**src/rtl/cp0_int_ctrl.sv**
```systemverilog
// cp0_int_ctrl: CP0 SR/Cause/EPC/PRId with interrupt and exception entry; define CP0_EXC_EN to accept ExcIn traps
module cp0_int_ctrl #(
    parameter logic [31:0] PRID = 32'h0000_4D49
) (
    input  logic        clk,
    input  logic        reset,
    input  logic [4:0]  Sel,
    input  logic [31:0] DIn,
    input  logic        We,
    input  logic        EXLClr,
    input  logic [29:0] PC,
    input  logic        BD,
    input  logic [4:0]  ExcIn,
    input  logic [5:0]  HWInt,
    output logic        IntReq,
    output logic [29:0] EPC,
    output logic [31:0] DOut
);
    logic [5:0]  im_q, im_d, ip_q, ip_d;
    logic        exl_q, exl_d, ie_q, ie_d, bd_q, bd_d;
    logic [4:0]  exc_code_q, exc_code_d, exc_code;
    logic [29:0] epc_q, epc_d;
    logic        int_pend, exc_pend, sr_we, epc_we;
`ifdef CP0_EXC_EN
    assign exc_pend = (ExcIn != 5'd0) & ~exl_q;
    assign exc_code = ExcIn;
`else
    logic unused_exc_in;
    assign unused_exc_in = ^ExcIn;
    assign exc_pend = 1'b0;
    assign exc_code = 5'd0;
`endif
    assign int_pend = (|(HWInt & im_q)) & ie_q & ~exl_q;
    assign IntReq   = int_pend | exc_pend;
    assign EPC      = epc_q;
    // next state: trap entry overrides mtc0 (flushed); eret beats an SR write's EXL bit
    always_comb begin
        sr_we      = We & ~IntReq & (Sel == 5'd12);
        epc_we     = We & ~IntReq & (Sel == 5'd14);
        ip_d       = HWInt;
        im_d       = sr_we ? DIn[15:10] : im_q;
        ie_d       = sr_we ? DIn[0] : ie_q;
        exl_d      = IntReq ? 1'b1 : EXLClr ? 1'b0 : sr_we ? DIn[1] : exl_q;
        bd_d       = IntReq ? BD : bd_q;
        exc_code_d = IntReq ? (int_pend ? 5'd0 : exc_code) : exc_code_q;
        epc_d      = IntReq ? (BD ? PC - 30'd1 : PC) : epc_we ? DIn[31:2] : epc_q;
    end
    // mfc0 read mux
    always_comb begin
        DOut = (Sel == 5'd12) ? {16'd0, im_q, 8'd0, exl_q, ie_q} :
               (Sel == 5'd13) ? {bd_q, 15'd0, ip_q, 3'd0, exc_code_q, 2'd0} :
               (Sel == 5'd14) ? {epc_q, 2'd0} :
               (Sel == 5'd15) ? PRID : 32'd0;
    end
    // register update with synchronous reset
    always_ff @(posedge clk) begin
        if (reset) begin
            im_q       <= 6'd0;
            ip_q       <= 6'd0;
            exl_q      <= 1'b0;
            ie_q       <= 1'b0;
            bd_q       <= 1'b0;
            exc_code_q <= 5'd0;
            epc_q      <= 30'd0;
        end else begin
            im_q       <= im_d;
            ip_q       <= ip_d;
            exl_q      <= exl_d;
            ie_q       <= ie_d;
            bd_q       <= bd_d;
            exc_code_q <= exc_code_d;
            epc_q      <= epc_d;
        end
    end
endmodule

```
**config.mk**
```make
export PLATFORM = sky130hd
export DESIGN_NAME = cp0_int_ctrl
export DESIGN_NICKNAME = d
export VERILOG_FILES = /design/src/rtl/cp0_int_ctrl.sv
export SDC_FILE = /design/constraint.sdc
export NUM_CORES = 1
export LEC_CHECK = 0
export CAP_MARGIN = 10
export CORE_ASPECT_RATIO = 1.2
export CORE_MARGIN = 5
export CORE_UTILIZATION = 44
export DETAILED_ROUTE_END_ITERATION = 12
export PLACE_DENSITY_LB_ADDON = 0.3
export SKIP_CTS_REPAIR_TIMING = 1
export SYNTH_ARGS = -nofsm -noshare
export SYNTH_HDL_FRONTEND = slang
export SYNTH_SLANG_ARGS = --single-unit
```
**constraint.sdc**
```tcl
create_clock -name clk -period 5 [get_ports clk]
set_clock_uncertainty 0.15 [all_clocks]
set_input_delay 0.75 -clock clk [delete_from_list [all_inputs] [get_ports clk]]
set_output_delay 0.75 -clock clk [all_outputs]
set_load 0.02 [all_outputs]
```
## After elaboration in Yosys (flattened, before gate mapping)

Cells that the tools add are included.

- Divide/modulo/power cells: 0
- Shifts and indexed selects: 0
- Reduce and logical (&&, ||, !) cells: 3
- Bitwise logic cells: 8
- $lt $le $gt $ge: 0
- Multiplexer cells: 10
- Multipliers: 0
- Equality and inequality tests: 4
- $add $sub $neg: 1

Operator list:

| kind | count |
|---|---|
| 32-bit two-way mux | 3 |
| 30-bit two-way mux | 3 |
| 30-bit by 1-bit subtractor with 30-bit output (second input constant) | 1 |
| 5-bit by 4-bit == test with 1-bit output (second input constant) | 4 |
| 15-bit two-way mux | 1 |
| 6-bit AND | 1 |
| 6-bit OR reduction | 1 |
| 1-bit AND | 5 |
| 1-bit two-way mux | 3 |
| 3-bit nonzero test | 1 |
| 1-bit NOT | 2 |
| 2-bit nonzero test | 1 |

- Bits in writable memories: 0
- Register bits after elaboration: 45
- Output and inout bits: 63
- Bits in latches: 0
- Word-level logic and storage cells: 32
- Memories kept: 0
- ROM bits: 0

## Depth between registers and ports, before layout

- Depth after elaboration: 10
- Mapped depth: 7
- Mapped depth without buffers: 6

## Worst setup path before layout

OpenSTA, ideal clock, no wires.

- Path kind: input to register
- Start: input port PC[8]
- End: register epc_q[22], in the netlist EPC[22]
- Data arrival time: 2771 ps
- Data required time: 4759 ps
- Path slack: 1988 ps
- Stages on the path: 6
- Library setup time: 91 ps
- Cells stage by stage: or4_1 buf_2 or4_1 buf_2 or4_1 a311oi_1

- Cells in the longest elaborated chain, start to end: 3

Ends and longest elaborated chain:

| item | line | text |
|---|---|---|
| start: declaration | 11 | `input logic [29:0] PC,` |
| 30-bit by 1-bit subtractor with 30-bit output | 46 | `epc_d = IntReq ? (BD ? PC - 30'd1 : PC) : epc_we ? DIn[31:2] : epc_q;` |
| 30-bit two-way mux (2 in a row) | 46 |  |
| end signal: assignment | 72 | `epc_q <= epc_d;` |
| end: declaration | 22 | `logic [29:0] epc_q, epc_d;` |

Every way passes these cells.
A chain may end at the register's enable or synchronous reset.

## Final worst setup path

- Start: input port Sel[1]
- End: output port DOut[17]

- Cells in the longest elaborated chain, start to end: 4
- Elaborated cells on any way between the ends: 6
- Classes of those cells: eq/ne (3); mux (3)

Ends and longest elaborated chain:

| item | line | text |
|---|---|---|
| start: declaration | 7 | `input logic [4:0] Sel,` |
| 5-bit by 4-bit == test with 1-bit output | 52 | `(Sel == 5'd14) ? {epc_q, 2'd0} :` |
| 32-bit two-way mux | 52 |  |
| 32-bit two-way mux | 51 | `(Sel == 5'd13) ? {bd_q, 15'd0, ip_q, 3'd0, exc_code_q, 2'd0} :` |
| 32-bit two-way mux (*) | 50 | `DOut = (Sel == 5'd12) ? {16'd0, im_q, 8'd0, exl_q, ie_q} :` |
| end: declaration | 17 | `output logic [31:0] DOut` |

Mark *: on every way between the ends. The rest lies on a longest branch, timed or not.

==> impl_metrics.tcl <==
set metrics [dict create \
    status "finished clean" \
    cp-end-kind "output pin" \
    worst_pin_slew_ns 1.14 \
    clkLatencyLatePin_ns 0.30 \
    p_leak_uw 0.00154 \
    max_freq_mhz 265 \
    async_reset_ff_frac 0 \
    setup.worst_path.start_class "input port" \
    drt_iter0_drc 194 \
    wire_per_inst_um 18.0 \
    io_buffers 140 \
    met3WireLength_um 747 \
    yosysTopAreaCellShare 0.306 \
    clk_path_buf_depth 2 \
    setup-tns-final_ns 0 \
    drv_slew 0 \
    arrival_ns 2.87 \
    grt_overflow 0 \
    cts_buffers 5 \
    fin_crit_ns 3.77 \
    synth_most_common_cell "dfxtp_1" \
    drive_gt1_frac 0.0510 \
    yosys.area.top_type "dfxtp_1" \
    crit_type "input port to output pin" \
    dp_hpwl_mm 7.58 \
    cts_tree "built" \
    core_area_mm2 0.00649 \
    netlist-cell-type-count 39 \
    cp_slowest_cell "clkdlybuf4s50_1" \
    hp-start "bd_q" \
    netlist_top_cells_count "45 x dfxtp_1, 36 x a211oi_1, 31 x clkbuf_1, 26 x and3_1, 23 x nor2_1" \
    initial_core_util 0.454 \
    synth-edff-count 0 \
    pin_count 146 \
    grt_pass1_wl_mm 16.6 \
    routabilityCongestion 0.925 \
    dr_wl_met2_mm 5.22 \
    maxCapViolations 0 \
    critPathMaxStageDelay_ns 0.82 \
    dr.max_layer_used "met4" \
    yosysSeqAreaShare 0.306 \
    r2r-start "im_q[0]" \
    ys_ff_latch 45 \
    vdd_drop_max_v 0.0000901 \
    synth_area_mm2 0.00295 \
    antenna_cells 0 \
    grt_max_degree 56 \
    critPathLaunch "Sel[1]" \
    areaGrowthSynthToFinish_pct 51.3 \
    synthTopCellsByArea "dfxtp_1 31%, a211oi_1 9.2%, and3_1 5.5%" \
    grt_pass1_vias 3448 \
    drc 0 \
    wl_met1_mm 4.21 \
    path_cells "clkdlybuf4s50_1, nor3b_2, buf_4, and2_1, clkdlybuf4s50_1" \
    period_share 0.754 \
    worst_slew_margin_rel 0.237 \
    hp-class "register to register" \
    regArea_um2 901 \
    die_y_um 99.6 \
    required_ns 4.10 \
    detail_route.first_pass.iterations 4 \
    worstPathMaxFanout 20 \
    syn-num-nets 457 \
    final_antenna_net_count 0 \
    multiInputGateArea_mm2 0.00189 \
    clk_pin_slew_ns 0.09 \
    die-width_um 84.7 \
    root_buffer "clkbuf_8" \
    antenna_found_initial 0 \
    route.vias.total 3429 \
    total_power_uw 739 \
    via_per_inst 5.96 \
    nNetsFinal 573 \
    pwr_density_cell_mw_per_mm2 166 \
    cts_max_level 2 \
    synthFlopType "dfxtp_1" \
    grt_usage 0.239 \
    crit_path_frequent_cell "clkdlybuf4s50_1" \
    clock-sinks 45 \
    avgSynthCellArea_um2 7.90 \
    synthCells 373 \
    fill_cells 606 \
    fp-row-count 32 \
    hold_viol 0 \
    fin_util 0.687 \
    wirelength_mm 10.3 \
    dieArea_mm2 0.00844 \
    rsz0062_at_grt "false" \
    setup_viol 0 \
    yosys_warnings 0 \
]
## sequential cells by signal, indices dropped and copies added, names as in the netlist
name   count
EPC       30
im_q       6
ip_q       6
bd_q       1
exl_q      1
ie_q       1
## final timing paths
check,slack [ns],cells past startpoint,end
worst max-delay path,1.23,5,DOut[17]
worst min-delay path,0.33,2,bd_q
worst max register to register,2.76,7,EPC[28]
worst min register to register,0.33,2,bd_q
## critical path: cells and delay by family
| kind | cells | cell delay, ns |
|---|---|---|
| buffers and inverters | 3 | 1.67 |
| and+or+nand+nor | 2 | 0.43 |
## layer usage
| layer | global-route usage | vias to the layer above |
|---|---|---|
| met3 | 0.0530 | 17 |
| met5 | 0 | - |
| met2 | 0.426 | 145 |
| li1 | - | 1661 |
| met1 | 0.285 | 1606 |
| met4 | 0.0743 | 0 |
## placed cells by master, fill, tap and decap left out, drive strengths merged, types with 7 or more instances in the layout
master and instances:
clkdlybuf4s50 140, dfxtp 45, a211oi 36, and3 26, nor2 23, and2 20
a21oi 17, or4 16, a311oi 14, nand2 12, nand3 12, o21ai 10
nor3 9, nor2b 8, xnor2 8, o31ai 8, or3 7, nor4 7
o41ai 7
## through the flow
step                      setup WS (ns)  cells  cell area, µm²  hold slack, ns
after floorplan                    1.99    373            2950           0.287
after global routing               1.12    575            4460           0.379
final                              1.23    575            4460           0.326
after global placement             1.26    567            4370           0.309
after CTS                          1.22    575            4460           0.329
after detailed placement           1.22    567            4370           0.316
## power by group
group | leakage (µW) | switching [µW] | internal (µW)
registers | 0.000364 | 2.54 | 363
logic | 0.00113 | 60.5 | 78.7
clock network | 0.0000445 | 135 | 99.3
total | 0.00154 | 198 | 541
## area by class of cell
class | instances | share of cell area
tap | 85 | 0.0239
sequential | 45 | 0.202
clock buffer | 5 | 0.0154
timing repair buffer | 146 | 0.325
clock inverter | 3 | 0.00477
multi-input combinational | 286 | 0.425
inverter | 5 | 0.00421
## cell families (layout without fill, tap and decap cells)
group	after synthesis	count (layout)	share of synthesized area
simple gates	158	158	0.309
compound gates	107	107	0.261
flops	45	45	0.306
buf+inv	42	159	0.0548
xor+xnor	11	11	0.0327
mux	9	9	0.0319
fa+ha+maj	1	1	0.00425
Note: power is estimated with default switching activity, not from simulation.
==> variant 1, RTL diff (same flow settings) <==
Register the output `DOut`, with the module's reset; this adds one clock of latency there. The other outputs are not delayed to match.
--- a/src/rtl/cp0_int_ctrl.sv
+++ b/src/rtl/cp0_int_ctrl.sv
@@ -18,2 +18,4 @@
 );
+
+    logic [31:0] DOut_d;
     logic [5:0]  im_q, im_d, ip_q, ip_d;
@@ -49,3 +51,3 @@
     always_comb begin
-        DOut = (Sel == 5'd12) ? {16'd0, im_q, 8'd0, exl_q, ie_q} :
+        DOut_d = (Sel == 5'd12) ? {16'd0, im_q, 8'd0, exl_q, ie_q} :
                (Sel == 5'd13) ? {bd_q, 15'd0, ip_q, 3'd0, exc_code_q, 2'd0} :
@@ -74,2 +76,10 @@
     end
+    always_ff @(posedge clk) begin
+        if (reset) begin
+            DOut <= '0;
+        end else begin
+            DOut <= DOut_d;
+        end
+    end
+
 endmodule
Check against the original RTL: not equivalent (Yosys sat finds a counterexample within 4 cycles, from zero or initial values and one cycle with reset high).
==> variant 1 against the unedited design <==
Worst hold slack got worse by 0.0040 ns. Sequential cell count rose by 32. Fmax rose by 13%. Die area rose by 16%. Setup slack improved by 0.44 ns. Routed wire length rose by 0.85%. Power rose by 63%. Design area rose by 14%. Area after synthesis rose by 19%. Non-clock buffer count fell by 2. Critical path type unchanged.
==> variant 1: results (changes against the unedited design) <==
Status
  • Status: finished, final reports clean

Setup path
  • RR Endpoint: im_q[4]$_SDFFE_PP0P_
  • Worst Path Arrival: 2.43 ns (-0.44 ns)
  • FF-to-FF setup slack: 3.05 ns (+0.29 ns)
  • CP max FO: 2 (-90%)

Final layout
  • Net count, final: 614 (+7.2%)
  • Share of cells above drive strength 1: 6.74% (+1.6 points)
  • Register with the most flip-flops: DOut
  • # diodes: 0 (unchanged)
  • Max reg flops: 32 (+6.7%)

Clock network
  • CTS Buf Count: 9 (+4)
  • H-Tree Depth: 3 (+1)
  • Clock Latency Late Sink: 0.35 ns (+0.05 ns)
  • Clock Path Buffers: 2 (unchanged)

Global route
  • Number of global-route vias before repair: 3,351 (-2.8%)
  • Pin count of the biggest net entering global routing: 48 (-14%)
  • First-pass GRT wire length: 16.8 mm (+1.4%)
  • Total track usage: 21.3% (-2.6 points)

Drt
  • DR pass1 iterations: 5 (+1)
  • Post-Route WL: 10.4 mm (+0.85%)
  • Vias per inst: 5.43 (-9.0%)
  • Number of DRC markers in iteration 0: 202 (+4.1%)

Synth
  • Top post-synthesis cells by area: dfxtp_1 44%, nand2_1 6.4%, a21oi_1 4.0%
  • Post-synth ARST share: 0% (unchanged)
  • Distinct cells, synth: 51 (+31%)
  • Synthesized net count: 487 (+6.6%)
  • Sequential-to-total area share from yosys stat: 44.1% (+14 points)
  • Yosys warns: 0 (unchanged)
  • Top cells by count, synth: 77 x dfxtp_1, 60 x nand2_1, 37 x nor2_1, 28 x a21oi_1, 25 x clkbuf_1

STA
  • Measured slew at the worst slew-check pin: 1.19 ns (+0.0466 ns)

Worst hold path
  • Hold path endpoint: DOut[12]$_SDFF_PP0_
  • Hold_sp: ip_q[2]$_SDFF_PP0_

Placement
  • Post-DP HPWL: 7.83 mm (+3.3%)
  • Routability Congestion: 0.814 (-12%)

Power and ir drop
  • Leak Pwr: 0.00171 µW (+11%)
  • Worst IR Drop VDD: 0.162 mV (+80%)
  • Switching Fraction: 23.7% (-3.0 points)
variant 1: stage by stage:
step | total power [µW] | worst slack [ns] | std cells | cell area (µm²) | hold WS [ns]
CTS | 1220 | 1.64 | 625 | 5090 | 0.324
detailed placement | 769 | 1.52 | 610 | 4910 | 0.308
floorplan | 682 | 2.20 | 403 | 3490 | 0.281
global route | 1250 | 1.61 | 626 | 5100 | 0.349
finish | 1210 | 1.67 | 626 | 5100 | 0.322
global placement | 767 | 1.57 | 610 | 4910 | 0.298
variant 1: power groups by stage:
| stage | clock, µW | sequential [µW] | combinational, µW |
|---|---|---|---|
| floorplan | 0 | 639 | 43.8 |
| global placement | 0 | 636 | 132 |
| detailed placement | 0 | 636 | 133 |
| CTS | 460 | 621 | 134 |
| global route | 487 | 622 | 145 |
| finish | 452 | 621 | 135 |
variant 1: layer usage:
layer	vias to the layer above	share of wire [%]	GRT usage, %	routed length [µm]
li1	1682	-	-	-
met1	1606	43	26.0	4450
met2	101	50	37.2	5260
met3	8	5.7	5.10	592
met4	0	1.1	5.66	112
met5	-	0	0	0
variant 1: kinds of logic (layout without fill, tap and decap cells):
family / after synthesis / in the layout / share of synthesized area (%)
multiplexers: 10 / 10 / 2.97
XOR/XNOR: 23 / 23 / 5.77
AO/OA/AOI/OAI: 83 / 83 / 17.0
adder cells (fa/ha/maj): 1 / 1 / 0.358
flip-flops: 77 / 77 / 44.1
buffers and inverters: 32 / 163 / 3.69
AND/OR/NAND/NOR: 177 / 177 / 26.0
variant 1: how the worst max path moves through the flow:
stage                           endpoint  cells after the start     start  slack (ns)
floorplan                         IntReq                      5  HWInt[0]        2.20
global placement    EPC[24]$_SDFFE_PP0P_                      6     PC[4]        1.57
detailed placement  EPC[28]$_SDFFE_PP0P_                      6    Sel[1]        1.52
CTS                               IntReq                      5  HWInt[0]        1.64
global route                      IntReq                      5  HWInt[0]        1.61
finish                            IntReq                      5  HWInt[0]        1.67
variant 1: worst max-delay path, stage by stage:
cell,delay [ns]
clkdlybuf4s50_1,0.48
a22oi_1,0.10
a311o_1,0.40
inv_2,0.07
clkdlybuf4s50_1,0.63
variant 1: area by class of cell:
cell class | count | area, µm²
multi-input cells | 294 | 1820
flip-flops and latches | 77 | 1540
clock inverters | 5 | 52.6
clock buffers | 10 | 128
repair buffers | 144 | 1430
inverters | 4 | 15.0
well taps | 92 | 115
fillers | 649 | 2610
==> variant 2, RTL diff (same flow settings) <==
Without the edit above. Build with the macro `CP0_EXC_EN` defined.
--- a/src/rtl/cp0_int_ctrl.sv
+++ b/src/rtl/cp0_int_ctrl.sv
@@ -1,2 +1,4 @@
 // cp0_int_ctrl: CP0 SR/Cause/EPC/PRId with interrupt and exception entry; define CP0_EXC_EN to accept ExcIn traps
+`define CP0_EXC_EN
+
 module cp0_int_ctrl #(
Check against the original RTL: not equivalent (a bounded check fails within 4 cycles, from zero or initial values and one cycle with reset high).
==> variant 2 against the unedited design <==
Area after synthesis increased by 16%. Worst hold slack improved by 0.0028 ns. Design area increased by 11%. Routed wire length increased by 11%. Sequential cell count increased by 5. Setup slack got worse by 0.37 ns. Critical path depth increased by 1. Global-route usage decreased by 1.1 points.
Power is not compared: it rests on default switching activity, and its combinational part moved more than twofold at a synthesized area within 25%.
==> variant 2: results (changes against the unedited design) <==
Status
  • Status: finished, final reports clean

Final layout
  • Net count, final: 626 (+9.2%)
  • Share of cells above drive strength 1: 6.08% (+0.98 points)

Worst hold path
  • Hold path endpoint: im_q[1]$_SDFFE_PP0P_
  • Hold_sp: im_q[1]$_SDFFE_PP0P_

Global route
  • Total track usage: 22.8% (-1.1 points)
  • First-pass GRT wire length: 18.5 mm (+11%)
  • Number of global-route vias before repair: 3,815 (+11%)
  • Initial antenna violation count: 0 (unchanged)
  • Pin count of the biggest net entering global routing: 58 (+3.6%)

Clock network
  • CTS Buf Count: 5 (unchanged)
  • CTS root buf: clkbuf_8
  • H-Tree Depth: 2 (unchanged)

Drt
  • DR pass1 iterations: 5 (+1)
  • DR WL/cell: 18.1 µm (+0.87%)
  • Number of DRC markers in iteration 0: 166 (-14%)
  • Vias per inst: 6.13 (+2.8%)

Setup path
  • Worst r2r src: im_q[2]$_SDFFE_PP0P_
  • CP peak stage delay: 0.58 ns (-0.24 ns)
  • RR Endpoint: EPC[9]$_SDFFE_PP0P_
  • FF-to-FF setup slack: 2.46 ns (-0.30 ns)
  • Worst Setup EP: IntReq
  • Worst Reg-to-Reg Cells: 6 (-1)
  • CP max FO: 8 (-60%)
  • Crit path launch: HWInt[2]
  • Worst Path Arrival: 3.24 ns (+0.37 ns)

Placement
  • Placed Area: 4860 µm² (+11%)
  • Post-DP HPWL: 8.51 mm (+12%)
  • Worst slack at placement: 0.900 ns (-0.320 ns)
  • I/O Buffers: 145 (+3.6%)
  • Routability Congestion: 0.914 (-1.1%)

STA
  • Max-slew headroom: 39.6% (+16 points)
  • Fin Hold WS: 0.329 ns (+0.00284 ns)
  • Crit path time final: 4.14 ns (+0.372 ns)

Synth
  • Adder-cell share of the synthesized area: 0.366% (-0.059 points)
  • Post-synthesis mux area share: 3.92% (+0.73 points)
  • Compound-Gate Fraction of Synth Area: 27.3% (+1.1 points)
  • Distinct cells, synth: 53 (+36%)
  • Top post-synthesis cells by area: dfxtp_1 29%, and3_1 7.7%, a21boi_0 5.3%
  • Synthesized net count: 511 (+12%)
  • Top cells by count, synth: 50 x dfxtp_1, 42 x and3_1, 39 x clkbuf_1, 27 x nand2_1, 24 x a21boi_0
  • Sequential-to-total area share from yosys stat: 29.3% (-1.3 points)
  • Xor and xnor area share after synthesis: 2.31% (-0.96 points)
-- variant 2: per-layer routing --
layer,share of wire (%),track usage (%),vias to the layer above,routed length (µm)
li1,-,-,1877,-
met4,1.9,7.66,0,222
met2,50,40.0,159,5740
met3,6.8,4.10,17,783
met5,0,0,-,0
met1,41,27.9,1840,4760
-- variant 2: area by class of cell --
cell class | instances | area, µm²
Clock buffer | 6 | 72.6
Clock inverter | 2 | 37.5
Fill cell | 658 | 2650
Inverter | 5 | 18.8
Multi-Input combinational cell | 326 | 2200
Sequential cell | 50 | 1000
Tap cell | 92 | 115
Timing Repair Buffer | 154 | 1520
-- variant 2: metrics by stage --
stage	utilization, %	cells
2_1_floorplan	-	427
3_3_place_gp	63.7	627
3_5_place_dp	63.7	627
4_1_cts	65.2	635
5_1_grt	65.2	635
6_report	65.2	635
-- variant 2: power groups by stage --
stage	sequential [µW]	clock, µW	combinational [µW]
after global placement	457	0	298
after floorplan	480	0	120
final	450	284	305
after CTS	450	291	305
after global routing	454	305	327
after detailed placement	459	0	303
